===== config.mk =====
export PLATFORM = sky130hd
export DESIGN_NAME = sw_alloc_flat
export DESIGN_NICKNAME = d
export VERILOG_FILES = /design/src/rtl/noc_pkg.sv /design/src/rtl/sw_alloc_if.sv /design/src/rtl/sw_alloc_rr_arbiter.sv /design/src/rtl/sw_alloc.sv /design/src/flat_wrapper.sv
export SDC_FILE = /design/constraint.sdc
export NUM_CORES = 1
export LEC_CHECK = 0
export CAP_MARGIN = 20
export CORE_MARGIN = 3
export CORE_UTILIZATION = 34
export DETAILED_ROUTE_END_ITERATION = 10
export SETUP_SLACK_MARGIN = 0.02
export SLEW_MARGIN = 20
export SYNTH_ARGS = -nofsm -noshare
export SYNTH_HDL_FRONTEND = slang
export SYNTH_HIERARCHICAL = 1
export SYNTH_SLANG_ARGS = --single-unit

===== constraint.sdc =====
create_clock -name clk -period 8.7 [get_ports clk]
set_input_delay 0.87 -clock clk [delete_from_list [all_inputs] [get_ports clk]]
set_output_delay 0.87 -clock clk [all_outputs]
set_load 0.05 [all_outputs]

===== src/rtl/noc_pkg.sv =====
// noc_pkg: router-wide constants, allocator state type and round-robin index helper.
package noc_pkg;
   localparam int PORT_NUM = 5;
   localparam int PORT_W   = 3;
   localparam int STAT_W   = 16;
   localparam int PORT_N   = 0;
   localparam int PORT_E   = 1;
   localparam int PORT_S   = 2;
   localparam int PORT_W_  = 3;
   localparam int PORT_L   = 4;
   typedef enum logic {ALLOC_IDLE, ALLOC_LOCKED} alloc_state_e;
   function automatic logic [PORT_W-1:0] wrap_add(logic [PORT_W-1:0] a, int k);
      return PORT_W'((int'(a) + k) % PORT_NUM);
   endfunction
endpackage


===== src/rtl/sw_alloc_if.sv =====
// sw_alloc_if: request/grant/crossbar bundle between route computation, allocator and crossbar.
// stall_cnt exists only when SW_ALLOC_STATS_EN is defined.
interface sw_alloc_if;
   import noc_pkg::*;
   logic [PORT_NUM-1:0]             req;
   logic [PORT_NUM-1:0][PORT_W-1:0] port;
   logic [PORT_NUM-1:0]             head;
   logic [PORT_NUM-1:0]             tail;
   logic [PORT_NUM-1:0]             ready;
   logic [PORT_NUM-1:0]             grant;
   logic [PORT_NUM-1:0]             valid;
   logic [PORT_NUM-1:0][PORT_W-1:0] sel;
`ifdef SW_ALLOC_STATS_EN
   logic [PORT_NUM-1:0][STAT_W-1:0] stall_cnt;
   modport master (output req, port, head, tail, ready, input grant, valid, sel, stall_cnt);
   modport slave  (input req, port, head, tail, ready, output grant, valid, sel, stall_cnt);
`else
   modport master (output req, port, head, tail, ready, input grant, valid, sel);
   modport slave  (input req, port, head, tail, ready, output grant, valid, sel);
`endif
endinterface


===== src/rtl/sw_alloc_rr_arbiter.sv =====
// rr_arbiter: PORT_NUM-way round-robin, priority starts at ptr+1 and wraps.
module rr_arbiter
   import noc_pkg::*;
(
   input  logic [PORT_NUM-1:0] req,
   input  logic [PORT_W-1:0]   ptr,
   output logic [PORT_NUM-1:0] gnt,
   output logic [PORT_W-1:0]   idx
);
   // Scan farthest to nearest so the nearest requester overwrites any earlier hit.
   always_comb begin
      gnt = '0;
      idx = '0;
      for (int k = PORT_NUM; k >= 1; k--) begin
         if (req[wrap_add(ptr, k)]) begin
            gnt = PORT_NUM'(1) << wrap_add(ptr, k);
            idx = wrap_add(ptr, k);
         end
      end
   end
endmodule


===== src/rtl/sw_alloc.sv =====
// sw_alloc: 5-port wormhole switch allocator, per-output round-robin with head-to-tail locking.
// Define SW_ALLOC_STATS_EN to add saturating per-output stall counters.
module sw_alloc
   import noc_pkg::*;
(
   input logic       clk,
   input logic       rst_n,
   sw_alloc_if.slave bus
);
   alloc_state_e        state_q [PORT_NUM];
   alloc_state_e        state_d [PORT_NUM];
   logic [PORT_W-1:0]   owner_q [PORT_NUM];
   logic [PORT_W-1:0]   owner_d [PORT_NUM];
   logic [PORT_W-1:0]   ptr_q   [PORT_NUM];
   logic [PORT_W-1:0]   ptr_d   [PORT_NUM];
   logic [PORT_NUM-1:0] cand    [PORT_NUM];
   logic [PORT_NUM-1:0] agnt    [PORT_NUM];
   logic [PORT_W-1:0]   aidx    [PORT_NUM];
   logic [PORT_W-1:0]   wsel    [PORT_NUM];
   logic [PORT_NUM-1:0] hit, locked, gnt, grant_v;
   logic [PORT_NUM-1:0][PORT_W-1:0] sel_v;
   // Out-of-range port values never match o, so they drop out here.
   always_comb begin
      for (int o = 0; o < PORT_NUM; o++)
         for (int i = 0; i < PORT_NUM; i++)
            cand[o][i] = bus.req[i] & bus.head[i] & (bus.port[i] == PORT_W'(o));
   end
   for (genvar o = 0; o < PORT_NUM; o++) begin : g_arb
      rr_arbiter u_arb (.req(cand[o]), .ptr(ptr_q[o]), .gnt(agnt[o]), .idx(aidx[o]));
   end
   always_comb begin
      grant_v = '0;
      sel_v   = '0;
      for (int o = 0; o < PORT_NUM; o++) begin
         locked[o]  = state_q[o] == ALLOC_LOCKED;
         hit[o]     = bus.req[owner_q[o]] & (bus.port[owner_q[o]] == PORT_W'(o));
         gnt[o]     = rst_n & bus.ready[o] & (locked[o] ? hit[o] : |agnt[o]);
         wsel[o]    = locked[o] ? owner_q[o] : aidx[o];
         sel_v[o]   = (locked[o] | gnt[o]) ? wsel[o] : '0;
         state_d[o] = state_q[o];
         owner_d[o] = owner_q[o];
         ptr_d[o]   = ptr_q[o];
         if (gnt[o]) begin
            state_d[o] = bus.tail[wsel[o]] ? ALLOC_IDLE : ALLOC_LOCKED;
            owner_d[o] = bus.tail[wsel[o]] ? owner_q[o] : wsel[o];
            ptr_d[o]   = bus.tail[wsel[o]] ? wsel[o] : ptr_q[o];
         end
         for (int i = 0; i < PORT_NUM; i++)
            grant_v[i] = grant_v[i] | (gnt[o] & (wsel[o] == PORT_W'(i)));
      end
   end
   assign bus.grant = grant_v;
   assign bus.valid = gnt;
   assign bus.sel   = sel_v;
   always_ff @(posedge clk or negedge rst_n) begin
      if (!rst_n) begin
         for (int o = 0; o < PORT_NUM; o++) begin
            state_q[o] <= ALLOC_IDLE;
            owner_q[o] <= '0;
            ptr_q[o]   <= PORT_W'(PORT_NUM - 1);
         end
      end else begin
         for (int o = 0; o < PORT_NUM; o++) begin
            state_q[o] <= state_d[o];
            owner_q[o] <= owner_d[o];
            ptr_q[o]   <= ptr_d[o];
         end
      end
   end
`ifdef SW_ALLOC_STATS_EN
   logic [STAT_W-1:0] stall_q [PORT_NUM];
   logic [STAT_W-1:0] stall_d [PORT_NUM];
   // A stall is any cycle with an eligible requester (idle head or locked owner) but no grant.
   always_comb begin
      for (int o = 0; o < PORT_NUM; o++)
         stall_d[o] = ((|cand[o] | (locked[o] & hit[o])) & ~gnt[o] & ~&stall_q[o]) ? stall_q[o] + 1'b1 : stall_q[o];
   end
   always_ff @(posedge clk or negedge rst_n) begin
      if (!rst_n) begin
         for (int o = 0; o < PORT_NUM; o++) stall_q[o] <= '0;
      end else begin
         for (int o = 0; o < PORT_NUM; o++) stall_q[o] <= stall_d[o];
      end
   end
   for (genvar o = 0; o < PORT_NUM; o++) begin : g_stat
      assign bus.stall_cnt[o] = stall_q[o];
   end
`endif
endmodule


===== src/flat_wrapper.sv =====
// flat-port wrapper written by rule: the top's interface ports become plain ports
module sw_alloc_flat import noc_pkg::*;
  (clk, rst_n, bus_req, bus_port, bus_head, bus_tail, bus_ready, bus_grant, bus_valid, bus_sel);
  sw_alloc_if bus_i ();
  input logic clk;
  input logic rst_n;
  input wire logic [$bits(bus_i.req)-1:0] bus_req;
  input wire logic [$bits(bus_i.port)-1:0] bus_port;
  input wire logic [$bits(bus_i.head)-1:0] bus_head;
  input wire logic [$bits(bus_i.tail)-1:0] bus_tail;
  input wire logic [$bits(bus_i.ready)-1:0] bus_ready;
  output wire logic [$bits(bus_i.grant)-1:0] bus_grant;
  output wire logic [$bits(bus_i.valid)-1:0] bus_valid;
  output wire logic [$bits(bus_i.sel)-1:0] bus_sel;
  assign bus_i.req = bus_req;
  assign bus_i.port = bus_port;
  assign bus_i.head = bus_head;
  assign bus_i.tail = bus_tail;
  assign bus_i.ready = bus_ready;
  assign bus_grant = bus_i.grant;
  assign bus_valid = bus_i.valid;
  assign bus_sel = bus_i.sel;
  sw_alloc u_core (.clk(clk), .rst_n(rst_n), .bus(bus_i));
endmodule

==> flow_summary_export.csv <==
group,metric,value,unit
run_status,status,"completed",
layout,layout.nets,2035,
die,ios,62,
worst_setup_path,r2r_slack,1.84,ns
route,drt_first_pass_iters,6,
die,row_count,73,
sta,final-hold-violation-count,0,
route,vias,14790,
sta,clock_skew,0.006623,ns
sta,worstMarginPinSlew,1.163,ns
clock_tree,cts_max_level,2,
sta,grt_setup_unrepaired,"no",
worst_setup_path,startpoint_type,"flip-flop",
die,initial_core_util,34.89,%
worst_setup_path,worstReg2RegStart,"u_core/ptr_q[10]$_DFFE_PN0P_",
sta,period_minus_slack,8.018,ns
worst_setup_path,cp_slowest_cell,"dfrtp_1",
sta,maxSlewViolCount,0,
die,die_area,0.04371,mm^2
clock_tree,clk_pin_slew,0.06,ns
placed_design,port_buffers,61,
hold_path,min_path_type,"flip-flop to flip-flop",
route,via_per_inst,6.217,
grt,overflow,0,
worst_setup_path,arrival,7.15,ns
route,route.detailed.drc,0,
worst_setup_path,worstPathRequired,7.83,ns
route,drt-initial-drc-count,1504,
clock_tree,root_buffer,"clkbuf_16",
die,design.core.area,0.04019,mm^2
route,detail_route.wirelength,45.57,mm
synth,synth_area,0.01402,mm^2
placed_design,place_area,0.01500,mm^2
worst_setup_path,path_common_cell,"ha_1",
route,wire_per_inst,19.15,um
grt,grt_util_all_layers,19.70,%
layout,fin_area,0.01517,mm^2
hold_path,hold_depth,2,
clock_tree,insertion_delay,0.28,ns
synth,synth_edf_count,0,
worst_setup_path,cp_num_buf_inv,5,
run,timing.max_cap.violations,0,
hold_path,min_to,"u_core/owner_q[5]$_DFFE_PN0P_",
die,die_x,209.1,um
synth,ys_dominant_reg_cell,"dfrtp_1",
worst_setup_path,worst_r2r_path_depth,23,
placed_design,post-dp-hpwl,35.76,mm
worst_setup_path,reg2reg_to,"u_core/owner_q[9]$_DFFE_PN0P_",
layout,drive_above_1_share,11.00,%
clock_tree,postCtsSetupBuffers,0,
worst_setup_path,crit_path_max_fanout,10,
layout,final_core_util,37.76,%
clock_tree,cts.repair.resized,0,
layout,area_growth,8.228,%
clock_tree,cts_sinks,35,
sta,fmax,124.7,MHz
synth,synthDistinctLibCells,127,
sta,relSlewSlack,20.22,%
synth,synth-seq-cells,35,
grt,antenna_found_initial,0,
sta,fin_setup_tns,0,ns
worst_setup_path,end_kind,"output port",
route,ant_nets,0,
placed_design,gp_congestion,0.9616,
grt,grt_start_max_net_pins,49,
clock_tree,cts_hold_buf,0,
synth,synth-async-reset-ratio,100.0,%
worst_setup_path,critPathTopFamily,"simple AND/OR/NAND/NOR gates",
synth,syn_nets,2040,
synth,yosysSeqAreaShare,6.291,%
placed_design,place_worst_setup_slack,1.081,ns
die,dieHeight,209.1,um
clock_tree,clockBufferDepth,2,
grt,grt_pass1_wl,72.73,mm
worst_setup_path,worst-setup-path-type,"flip-flop to output port",
sta,min_period_over_period,92.16,%
hold_path,hold_start,"u_core/owner_q[5]$_DFFE_PN0P_",
sta,final-setup-viol-count,0,
synth,synth_cells,1858,
clock_tree,tritoncts,"yes",
synth,yosysWarnings,6,
clock_tree,cts_made_buffers,5,
sta,fin_ws,0.6824,ns
grt,grt_pass1_vias,13440,
synth,avgSynthCellArea,7.546,um^2
layout,antenna_cells,0,
worst_setup_path,critPathMaxStageDelay,0.55,ns
[worst max-delay path by stage]
| stage | from | end | slack [ns] | cells after the start |
|---|---|---|---|---|
| 5_1_grt | u_core/ptr_q[13]$_DFFE_PN0P_ | bus_grant[4] | 0.15 | 25 |
| 4_1_cts | u_core/ptr_q[13]$_DFFE_PN0P_ | bus_grant[4] | 0.78 | 25 |
| 3_3_place_gp | u_core/ptr_q[13]$_DFFE_PN0P_ | bus_grant[4] | 1.20 | 25 |
| 6_report | u_core/ptr_q[13]$_DFFE_PN0P_ | bus_grant[4] | 0.68 | 25 |
| 2_1_floorplan | u_core/ptr_q[12]$_DFFE_PN0P_ | bus_grant[0] | 1.48 | 26 |
| 3_5_place_dp | u_core/ptr_q[13]$_DFFE_PN0P_ | bus_grant[4] | 1.08 | 25 |
[kinds of logic after synthesis]
family          share of synthesized area [%]
simple gates                            26.99
compound gates                          31.67
buf+inv                                 7.228
fa+ha+maj                               13.21
mux                                     11.42
xor+xnor                                3.186
flops                                   6.291
[flip-flops by register name (all words and copies together) (netlist names)]
name / count
u_core/owner_q: 15
u_core/ptr_q: 15
u_core/locked: 5
[cell type report]
class	count	area, um^2
clock buffer	7	152.6
clock inverter	1	7.507
fill	4196	25010
inverter	133	499.2
multi-input combinational	1592	12140
sequential	35	882.1
tap	525	656.9
timing repair buffer	86	835.8
[placed cells by master (no fill, tap or decap), types with 30 or more instances in the layout]
cell | Yosys | layout
o211ai_1 | 31 | 31
nor2_1 | 145 | 145
o21ai_0 | 56 | 56
nor3_1 | 58 | 58
a21oi_1 | 80 | 80
nand2b_1 | 44 | 44
dfrtp_1 | 30 | 30
xnor2_1 | 32 | 32
ha_1 | 140 | 140
mux2i_1 | 85 | 85
inv_1 | 118 | 118
nand2_1 | 149 | 149
a211oi_1 | 37 | 37
clkdlybuf4s50_1 | 0 | 52
nor2b_1 | 35 | 35
nand3_1 | 55 | 55
[synthesized netlist by cell type (all sizes together), types with 30 or more instances]
library cell | count | area (um^2)
nand2 | 154 | 600.6
nor2 | 146 | 550.5
ha | 140 | 1752
inv | 129 | 484.2
a21oi | 94 | 538.0
mux2i | 86 | 873.3
o21ai | 80 | 445.4
nor3 | 58 | 290.3
nand3 | 55 | 275.3
clkbuf | 50 | 187.7
buf | 48 | 326.6
a211oi | 44 | 365.3
nand2b | 44 | 275.3
mux2 | 42 | 480.5
xnor2 | 36 | 345.3
nor2b | 35 | 219.0
o211ai | 31 | 232.7
dfrtp | 30 | 750.7
[worst register-to-register path: stages, from the launching register on]
cell and delay, ns:
dfrtp_1 0.54, inv_1 0.29, ha_1 0.36, buf_4 0.23, clkinv_1 0.31, ha_1 0.30, or2_1 0.26, o21ai_2 0.14
xnor2_1 0.28, inv_1 0.14, ha_1 0.20, nand2b_1 0.15, and3_2 0.25, or4_1 0.52, a211oi_2 0.32, a21oi_1 0.14
a211oi_1 0.24, o2bb2ai_1 0.14, mux2i_1 0.87, nand2_1 0.24, o21ai_1 0.27, nor2_1 0.11, nand2_2 0.13, mux2_1 0.33
[routing by layer]
metal	wire length (um)	track usage [%]	vias up	part of all wire (%)
li1	-	-	7054	-
met1	20910	27.81	7143	46
met2	20950	32.55	535	46
met3	2782	2.357	59	6.1
met4	924	3.672	0	2.0
met5	0	0	-	0
[through the flow]
stage	instances	hold slack, ns
2_1_floorplan	1858	0.4933
3_3_place_gp	2371	0.5275
3_5_place_dp	2371	0.5391
4_1_cts	2379	0.5518
5_1_grt	2379	0.5942
6_report	2379	0.5596
Power is not shown: default switching activity piles up to over one toggle a cycle in this logic, so the estimate is an artifact.
